<file path="src/rtl/mem_if_pkg.sv">
// Shared definitions for the L1 <-> main-memory line-transfer interface.
package mem_if_pkg;

  // Words per cache line; ACK codes are 4 bits wide regardless.
  localparam int WORDS_PER_LINE = 8;

  // ACK code meaning "no word presented / consumed".
  localparam logic [3:0] ACK_NONE = 4'hF;

  // Load requests are aligned down to the 32-byte line boundary.
  localparam logic [31:0] LINE_ADDR_MASK = ~32'h1F;

  // Request controller states.
  typedef enum logic [2:0] {
    IDLE,
    REQ,
    ADDR,
    LD_DATA,
    LD_DONE,
    ST_DONE
  } state_e;

endpackage

</file>
<file path="src/rtl/l1_line_buffer.sv">
// Line staging buffer: words are written one at a time by index while a fill
// is in flight, and copied into the visible line only on commit, so an
// aborted fill never disturbs the previously delivered line.
module l1_line_buffer #(
  parameter int DATA_W = 32,
  parameter int WORDS  = 8,
  parameter int IDX_W  = $clog2(WORDS)
) (
  input  logic                    clk_i,
  input  logic                    rst_ni,
  input  logic                    wr_en_i,
  input  logic [IDX_W-1:0]        wr_idx_i,
  input  logic [DATA_W-1:0]       wr_data_i,
  input  logic                    commit_i,
  output logic [WORDS*DATA_W-1:0] line_data_o
);

  logic [DATA_W-1:0]       stage_q [WORDS];
  logic [WORDS*DATA_W-1:0] stage_flat;
  logic [WORDS*DATA_W-1:0] line_q;

  // Staging register: one word per write strobe, addressed by the memory ACK index.
  always_ff @(posedge clk_i or negedge rst_ni) begin
    if (!rst_ni) begin
      for (int i = 0; i < WORDS; i++) stage_q[i] <= '0;
    end else if (wr_en_i) begin
      stage_q[wr_idx_i] <= wr_data_i;
    end
  end

  // Flatten staging into line layout: word i at bits [i*DATA_W +: DATA_W].
  always_comb begin
    stage_flat = '0;
    for (int i = 0; i < WORDS; i++) stage_flat[i*DATA_W +: DATA_W] = stage_q[i];
  end

  // Visible line: updated only when a complete fill is committed.
  always_ff @(posedge clk_i or negedge rst_ni) begin
    if (!rst_ni) line_q <= '0;
    else if (commit_i) line_q <= stage_flat;
  end

  assign line_data_o = line_q;

endmodule

</file>
<file path="src/rtl/l1_mem_request_ctrl.sv">
// L1-side initiator for the main-memory line-transfer protocol. Takes one
// load (line fill) or store (write-through) request from the L1 controller,
// sequences VALID/LOAD/STORE/ACK_ADDR/ACK_DATA_L1 toward memory, assembles the
// fill into the line buffer and reports done/error back to L1.
//
// Handshakes:
//   L1 side  : a request transfers on a rising edge where req_valid && req_ready;
//              req_ready is high only in IDLE, req_valid elsewhere is ignored.
//   Mem side : VALID+LOAD/STORE open a transaction, READY=1 grants it, ACK_ADDR
//              marks the address on MEM_DATA_OUT, ACK_DATA_MEM/ACK_DATA_L1 step
//              word indices (4'hF = none), READY=0 closes the transaction.
module l1_mem_request_ctrl #(
  parameter int ADDR_W         = 32,
  parameter int DATA_W         = 32,
  parameter int WORDS_PER_LINE = 8,
  parameter int TIMEOUT_CYCLES = 1024
) (
  input  logic                             CLK,
  input  logic                             RST_N,
  input  logic                             req_valid,
  input  logic                             req_store,
  input  logic [ADDR_W-1:0]                req_addr,
  input  logic [DATA_W-1:0]                req_wdata,
  output logic                             req_ready,
  output logic [WORDS_PER_LINE*DATA_W-1:0] line_data,
  output logic                             resp_done,
  output logic                             resp_err,
  output logic                             VALID,
  output logic                             LOAD,
  output logic                             STORE,
  input  logic                             READY,
  output logic [DATA_W-1:0]                MEM_DATA_OUT,
  output logic                             MEM_DATA_OE,
  input  logic [DATA_W-1:0]                MEM_DATA_IN,
  output logic                             ACK_ADDR,
  output logic [3:0]                       ACK_DATA_L1,
  input  logic [3:0]                       ACK_DATA_MEM,
  output logic [2:0]                       dbg_state_o
);

  import mem_if_pkg::state_e;
  import mem_if_pkg::IDLE;
  import mem_if_pkg::REQ;
  import mem_if_pkg::ADDR;
  import mem_if_pkg::LD_DATA;
  import mem_if_pkg::LD_DONE;
  import mem_if_pkg::ST_DONE;
  import mem_if_pkg::ACK_NONE;
  import mem_if_pkg::LINE_ADDR_MASK;

  localparam int         IDX_W      = $clog2(WORDS_PER_LINE);
  localparam int         TW         = $clog2(TIMEOUT_CYCLES) + 1;
  localparam logic [TW-1:0] TIMER_LAST = TW'(TIMEOUT_CYCLES - 1);
  localparam logic [3:0] LAST_IDX   = 4'(WORDS_PER_LINE - 1);

  state_e              state_q, state_d;
  logic [ADDR_W-1:0]   addr_q, addr_d;
  logic [DATA_W-1:0]   wdata_q, wdata_d;
  logic                is_store_q, is_store_d;
  logic [TW-1:0]       timer_q, timer_d;
  logic                valid_q, valid_d;
  logic                load_q, load_d;
  logic                store_q, store_d;
  logic                ack_addr_q, ack_addr_d;
  logic                oe_q, oe_d;
  logic [DATA_W-1:0]   dout_q, dout_d;
  logic [3:0]          ack_l1_q, ack_l1_d;
  logic                done_q, done_d;
  logic                err_q, err_d;

  logic                buf_wr;
  logic [IDX_W-1:0]    buf_idx;
  logic                buf_commit;

  // State and registered outputs.
  always_ff @(posedge CLK or negedge RST_N) begin
    if (!RST_N) begin
      state_q    <= IDLE;
      addr_q     <= '0;
      wdata_q    <= '0;
      is_store_q <= 1'b0;
      timer_q    <= '0;
      valid_q    <= 1'b0;
      load_q     <= 1'b0;
      store_q    <= 1'b0;
      ack_addr_q <= 1'b0;
      oe_q       <= 1'b0;
      dout_q     <= '0;
      ack_l1_q   <= ACK_NONE;
      done_q     <= 1'b0;
      err_q      <= 1'b0;
    end else begin
      state_q    <= state_d;
      addr_q     <= addr_d;
      wdata_q    <= wdata_d;
      is_store_q <= is_store_d;
      timer_q    <= timer_d;
      valid_q    <= valid_d;
      load_q     <= load_d;
      store_q    <= store_d;
      ack_addr_q <= ack_addr_d;
      oe_q       <= oe_d;
      dout_q     <= dout_d;
      ack_l1_q   <= ack_l1_d;
      done_q     <= done_d;
      err_q      <= err_d;
    end
  end

  // Next-state and next-output logic, with timeout abort overriding everything.
  always_comb begin
    state_d    = state_q;
    addr_d     = addr_q;
    wdata_d    = wdata_q;
    is_store_d = is_store_q;
    valid_d    = valid_q;
    load_d     = load_q;
    store_d    = store_q;
    ack_addr_d = ack_addr_q;
    oe_d       = oe_q;
    dout_d     = dout_q;
    ack_l1_d   = ack_l1_q;
    done_d     = 1'b0;
    err_d      = 1'b0;
    buf_wr     = 1'b0;
    buf_idx    = '0;
    buf_commit = 1'b0;

    case (state_q)
      IDLE: begin
        if (req_valid) begin
          is_store_d = req_store;
          addr_d     = req_store ? req_addr : (req_addr & ADDR_W'(LINE_ADDR_MASK));
          wdata_d    = req_wdata;
          valid_d    = 1'b1;
          load_d     = !req_store;
          store_d    = req_store;
          state_d    = REQ;
        end
      end
      REQ: begin
        if (READY) begin
          dout_d     = DATA_W'(addr_q);
          oe_d       = 1'b1;
          ack_addr_d = 1'b1;
          state_d    = ADDR;
        end
      end
      ADDR: begin
        if (ACK_DATA_MEM == 4'h0) begin
          ack_addr_d = 1'b0;
          ack_l1_d   = 4'h0;
          if (is_store_q) begin
            dout_d  = wdata_q;
            state_d = ST_DONE;
          end else begin
            buf_wr  = 1'b1;
            oe_d    = 1'b0;
            state_d = LD_DATA;
          end
        end
      end
      LD_DATA: begin
        // Only the next expected index is accepted; stale or repeated codes hold.
        if (ACK_DATA_MEM == ack_l1_q + 4'd1) begin
          buf_wr   = 1'b1;
          buf_idx  = ACK_DATA_MEM[IDX_W-1:0];
          ack_l1_d = ACK_DATA_MEM;
          if (ACK_DATA_MEM == LAST_IDX) state_d = LD_DONE;
        end
      end
      LD_DONE: begin
        if (!READY) begin
          valid_d    = 1'b0;
          load_d     = 1'b0;
          ack_l1_d   = ACK_NONE;
          done_d     = 1'b1;
          buf_commit = 1'b1;
          state_d    = IDLE;
        end
      end
      ST_DONE: begin
        if (!READY) begin
          valid_d  = 1'b0;
          store_d  = 1'b0;
          oe_d     = 1'b0;
          ack_l1_d = ACK_NONE;
          done_d   = 1'b1;
          state_d  = IDLE;
        end
      end
      default: state_d = IDLE;
    endcase

    // Abort on the cycle that would bring the dwell counter to TIMEOUT_CYCLES.
    if (state_q != IDLE && state_d == state_q && timer_q == TIMER_LAST) begin
      valid_d    = 1'b0;
      load_d     = 1'b0;
      store_d    = 1'b0;
      ack_addr_d = 1'b0;
      oe_d       = 1'b0;
      dout_d     = '0;
      ack_l1_d   = ACK_NONE;
      err_d      = 1'b1;
      buf_wr     = 1'b0;
      buf_commit = 1'b0;
      state_d    = IDLE;
    end

    timer_d = (state_d != state_q || state_d == IDLE) ? '0 : timer_q + 1'b1;
  end

  l1_line_buffer #(
    .DATA_W (DATA_W),
    .WORDS  (WORDS_PER_LINE),
    .IDX_W  (IDX_W)
  ) u_line_buffer (
    .clk_i       (CLK),
    .rst_ni      (RST_N),
    .wr_en_i     (buf_wr),
    .wr_idx_i    (buf_idx),
    .wr_data_i   (MEM_DATA_IN),
    .commit_i    (buf_commit),
    .line_data_o (line_data)
  );

  assign req_ready    = (state_q == IDLE);
  assign resp_done    = done_q;
  assign resp_err     = err_q;
  assign VALID        = valid_q;
  assign LOAD         = load_q;
  assign STORE        = store_q;
  assign MEM_DATA_OUT = dout_q;
  assign MEM_DATA_OE  = oe_q;
  assign ACK_ADDR     = ack_addr_q;
  assign ACK_DATA_L1  = ack_l1_q;
  assign dbg_state_o  = state_q;

endmodule

</file>
<file path="config.mk">
export PLATFORM = sky130hd
export DESIGN_NAME = l1_mem_request_ctrl
export DESIGN_NICKNAME = d
export VERILOG_FILES = /design/src/rtl/mem_if_pkg.sv /design/src/rtl/l1_line_buffer.sv /design/src/rtl/l1_mem_request_ctrl.sv
export SDC_FILE = /design/constraint.sdc
export NUM_CORES = 1
export LEC_CHECK = 0
export CORE_MARGIN = 2
export CORE_UTILIZATION = 50
export CTS_BUF_LIST = sky130_fd_sc_hd__clkbuf_4 sky130_fd_sc_hd__clkbuf_8
export DETAILED_ROUTE_END_ITERATION = 12
export GPL_ROUTABILITY_DRIVEN = 0
export PLACE_DENSITY = 0.83
export SLEW_MARGIN = 20
export SYNTH_ARGS = -nofsm -noshare
export SYNTH_HDL_FRONTEND = slang
export SYNTH_SLANG_ARGS = --single-unit
</file>
<file path="constraint.sdc">
create_clock -name CLK -period 3.5 [get_ports CLK]
set_input_delay 1.05 -clock CLK [delete_from_list [all_inputs] [get_ports CLK]]
set_output_delay 1.05 -clock CLK [all_outputs]
set_load 0.05 [all_outputs]
</file>
==> results.json <==
{
  "cts_setup_buffers": 0,
  "clockBufferDepth": 3,
  "grt_pass1_vias": 18800,
  "antenna_found_initial": 0,
  "pwr-share-comb_pct": 23.9,
  "die_w_um": 226,
  "flow.area_growth_from_synthesis_pct": 30.4,
  "worst_clock_skew_ns": 0.0316,
  "cts_tree": "done",
  "fin_ws_ns": 0.281,
  "cp_slowest_cell": "clkdlybuf4s50_1",
  "tightest_slew_ns": 0.804,
  "io_buffers": 407,
  "syn_area_per_cell_um2": 11.0,
  "critPathArrivalTime_ns": 2.17,
  "postLayoutCoreUtil_pct": 65.7,
  "max_freq_mhz": 311,
  "power_frac_clock_pct": 30.7,
  "power_frac_seq_pct": 45.4,
  "synth_seq_area_share_pct": 64.6,
  "ys_seq_elements": 634,
  "path_clk_slew_ns": 0.06,
  "slew_viol_final": 0,
  "drive_gt1_share_pct": 13.4,
  "cts_root_buffer": "clkbuf_8",
  "drtIter0Drc": 1502,
  "yosys_warnings": 0,
  "synth.area.mux_share_pct": 13.1,
  "ff2ff_setup_slack_ns": 0.75,
  "clkLatencyLatePin_ns": 0.69,
  "ios": 408,
  "startpoint": "dbg_state_o[0]$_DFF_PN0_",
  "fin_crit_sh_pct": 92.0,
  "dr.pass1.iters": 6,
  "crit_type": "flip-flop to output port",
  "start_kind": "flip-flop",
  "hpwl_um": 43600,
  "r2r_start": "ACK_DATA_L1[0]$_DFFE_PN1P_",
  "status": "complete, no violations",
  "wl_per_cell_um": 19.4,
  "synth-xor-area-share_pct": 0.570,
  "synth_flop_cell": "dfrtp_1",
  "viasPerCell": 5.33,
  "hold_path.class": "primary input to async pin",
  "rsz0062_at_grt": "false",
  "antenna_cells": 0,
  "design_area_um2": 32000,
  "crit_family": "buffers and inverters",
  "grt.total_usage_pct": 26.5,
  "synth_edf_count": 0,
  "yosysUniqueCellTypes": 48,
  "slew_headroom_pct": 46.2,
  "synth_cells": 2241,
  "critPathCaptureType": "output port",
  "cp.buffers_inverters": 2,
  "max_stage_delay_ns": 0.85,
  "synth.most_common_cell": "nand2_1",
  "path_max_fanout": 23,
  "maxCapViolations": 0,
  "p_leak_nw": 16.4,
  "p_total_mw": 22.3,
  "die_y_um": 226,
  "wl_um": 66700,
  "grt_overflow": 0,
  "p_int_mw": 15.2,
  "synth_fa_ha_area_share_pct": 0.102,
  "syn-cell-area_um2": 24600,
  "dieArea_um2": 50900,
  "h-tree-depth": 3,
  "vdd_drop_max_v": 0.000649,
  "synth_area_leaders": "dfrtp_1 (64%), nand2_1 (15%), mux2_1 (6.7%)",
  "synth-compound-area-share_pct": 2.01,
  "yosys.area.top_type": "dfrtp_1",
  "fin_crit_ns": 3.22,
  "cts_resized": 1,
  "yosys.area_share.simple_pct": 17.6,
  "cts_hold_buf": 0,
  "num_vias": 18300,
  "async_reset_ff_share_pct": 100,
  "syn_nets": 2348,
  "core-area_um2": 48700,
  "p_switching_mw": 7.09,
  "synth_top_family_by_area": "simple AND/OR/NAND/NOR gates",
  "route.detailed.drc": 0,
  "setup-violations-final": 0,
  "cts_buffers": 100,
  "postPlaceCellArea_um2": 29800,
  "dp_slack_ns": -0.206,
  "power_switching_share_pct": 31.8,
  "synth_top_area_share_pct": 64.1,
  "start_util_pct": 50.4,
  "std_cell_rows": 81,
  "crit_chain": "buf_4, clkdlybuf4s50_1",
  "worst_r2r_path_depth": 8,
  "fill_cells": 3522,
  "nNetsFinal": 2801,
  "final_antenna_net_count": 0,
  "synth_common_cells": "nand2_1 (975), dfrtp_1 (630), mux2_1 (147)",
  "grt_max_degree": 144,
  "r2r-end": "u_line_buffer.stage_flat[82]$_DFFE_PN0P_",
  "hold_viol": 0,
  "clock_sinks": 634,
  "required_ns": 2.45,
  "p_per_area_nw_per_um2": 695,
  "grt_pass1_wl_um": 104000
}
[power by group through the flow]
| stage | Combinational (mW) | Sequential, mW | Clock (mW) |
|---|---|---|---|
| after floorplan | 2.37 | 11.1 | 0 |
| after global placement | 5.15 | 10.1 | 0 |
| after detailed placement | 5.35 | 10.2 | 0 |
| after CTS | 5.38 | 10.1 | 6.96 |
| after global routing | 5.75 | 10.3 | 7.29 |
| final | 5.34 | 10.1 | 6.84 |
[state kept, by name (all words and copies together), names as in the netlist]
name / count
VALID: 1
MEM_DATA_OUT: 32
addr_q: 32
wdata_q: 32
u_line_buffer.line_data_o: 256
MEM_DATA_OE: 1
u_line_buffer.stage_flat: 256
STORE: 1
dbg_state_o: 3
ACK_DATA_L1: 4
is_store_q: 1
ACK_ADDR: 1
timer_q: 11
resp_err: 1
resp_done: 1
LOAD: 1
[kinds of logic (layout without fill, tap and decap cells)]
| kind of cell | count (synthesis) | count (layout) |
|---|---|---|
| xor+xnor | 16 | 16 |
| buf+inv | 124 | 651 |
| simple gates | 1103 | 1103 |
| compound gates | 72 | 72 |
| flops | 634 | 634 |
| fa+ha+maj | 2 | 2 |
| mux | 290 | 290 |
[final cells by class]
| type | count | area [µm²] | share of cell area, % |
|---|---|---|---|
| sequential | 634 | 15900 | 49.5 |
| multi-input combinational | 1483 | 8260 | 25.8 |
| timing repair buffer | 472 | 4870 | 15.2 |
| clock buffer | 157 | 1940 | 6.06 |
| tap | 664 | 831 | 2.59 |
| clock inverter | 19 | 264 | 0.824 |
| inverter | 3 | 11.3 | 0.0351 |
[cells in the final DEF, fill, tap and decap left out, types with 7 or more instances in the layout]
master,synthesis,final
clkdlybuf4s50_1,0,405
nand2_1,975,972
clkinv_2,0,10
clkbuf_8,0,122
mux2_2,109,109
nand3_1,17,17
nor3_1,17,15
buf_4,0,41
o21ai_0,13,13
nor2_1,51,49
clkbuf_4,0,35
a211oi_1,34,34
nand4_1,12,12
xnor2_1,7,7
mux2i_1,34,34
xor2_1,9,9
dfrtp_1,630,630
buf_12,0,24
mux2_1,147,147
[metal layers]
layer  vias up  GRT usage, %  wire [µm]  part of all wire, %
met5         -             0          0                    0
met4         0          9.72       1830                  2.7
met3       147          7.22       5640                  8.5
met2       823          42.8      32100                   48
met1      9126          34.3      27100                   41
li1       8184             -          -                    -
[how the worst max path moves through the flow]
stage	endpoint	cells past startpoint	slack [ns]
after CTS	dbg_state_o[0]	2	0.23
after global routing	req_ready	2	0.20
after floorplan	u_line_buffer.stage_flat[13]$_DFFE_PN0P_	8	0.37
final	dbg_state_o[0]	2	0.28
after global placement	u_line_buffer.stage_flat[89]$_DFFE_PN0P_	8	-0.12
after detailed placement	u_line_buffer.stage_flat[89]$_DFFE_PN0P_	8	-0.21
[stage by stage]
stage	std cells	TNS, ns	hold WS, ns
2_1_floorplan	2241	0	0.432
3_3_place_gp	3256	-7.71	0.442
3_5_place_dp	3256	-27.87	0.445
4_1_cts	3432	0	0.327
5_1_grt	3432	0	0.368
6_report	3432	0	0.364
Note: power is estimated with default switching activity, not from simulation.
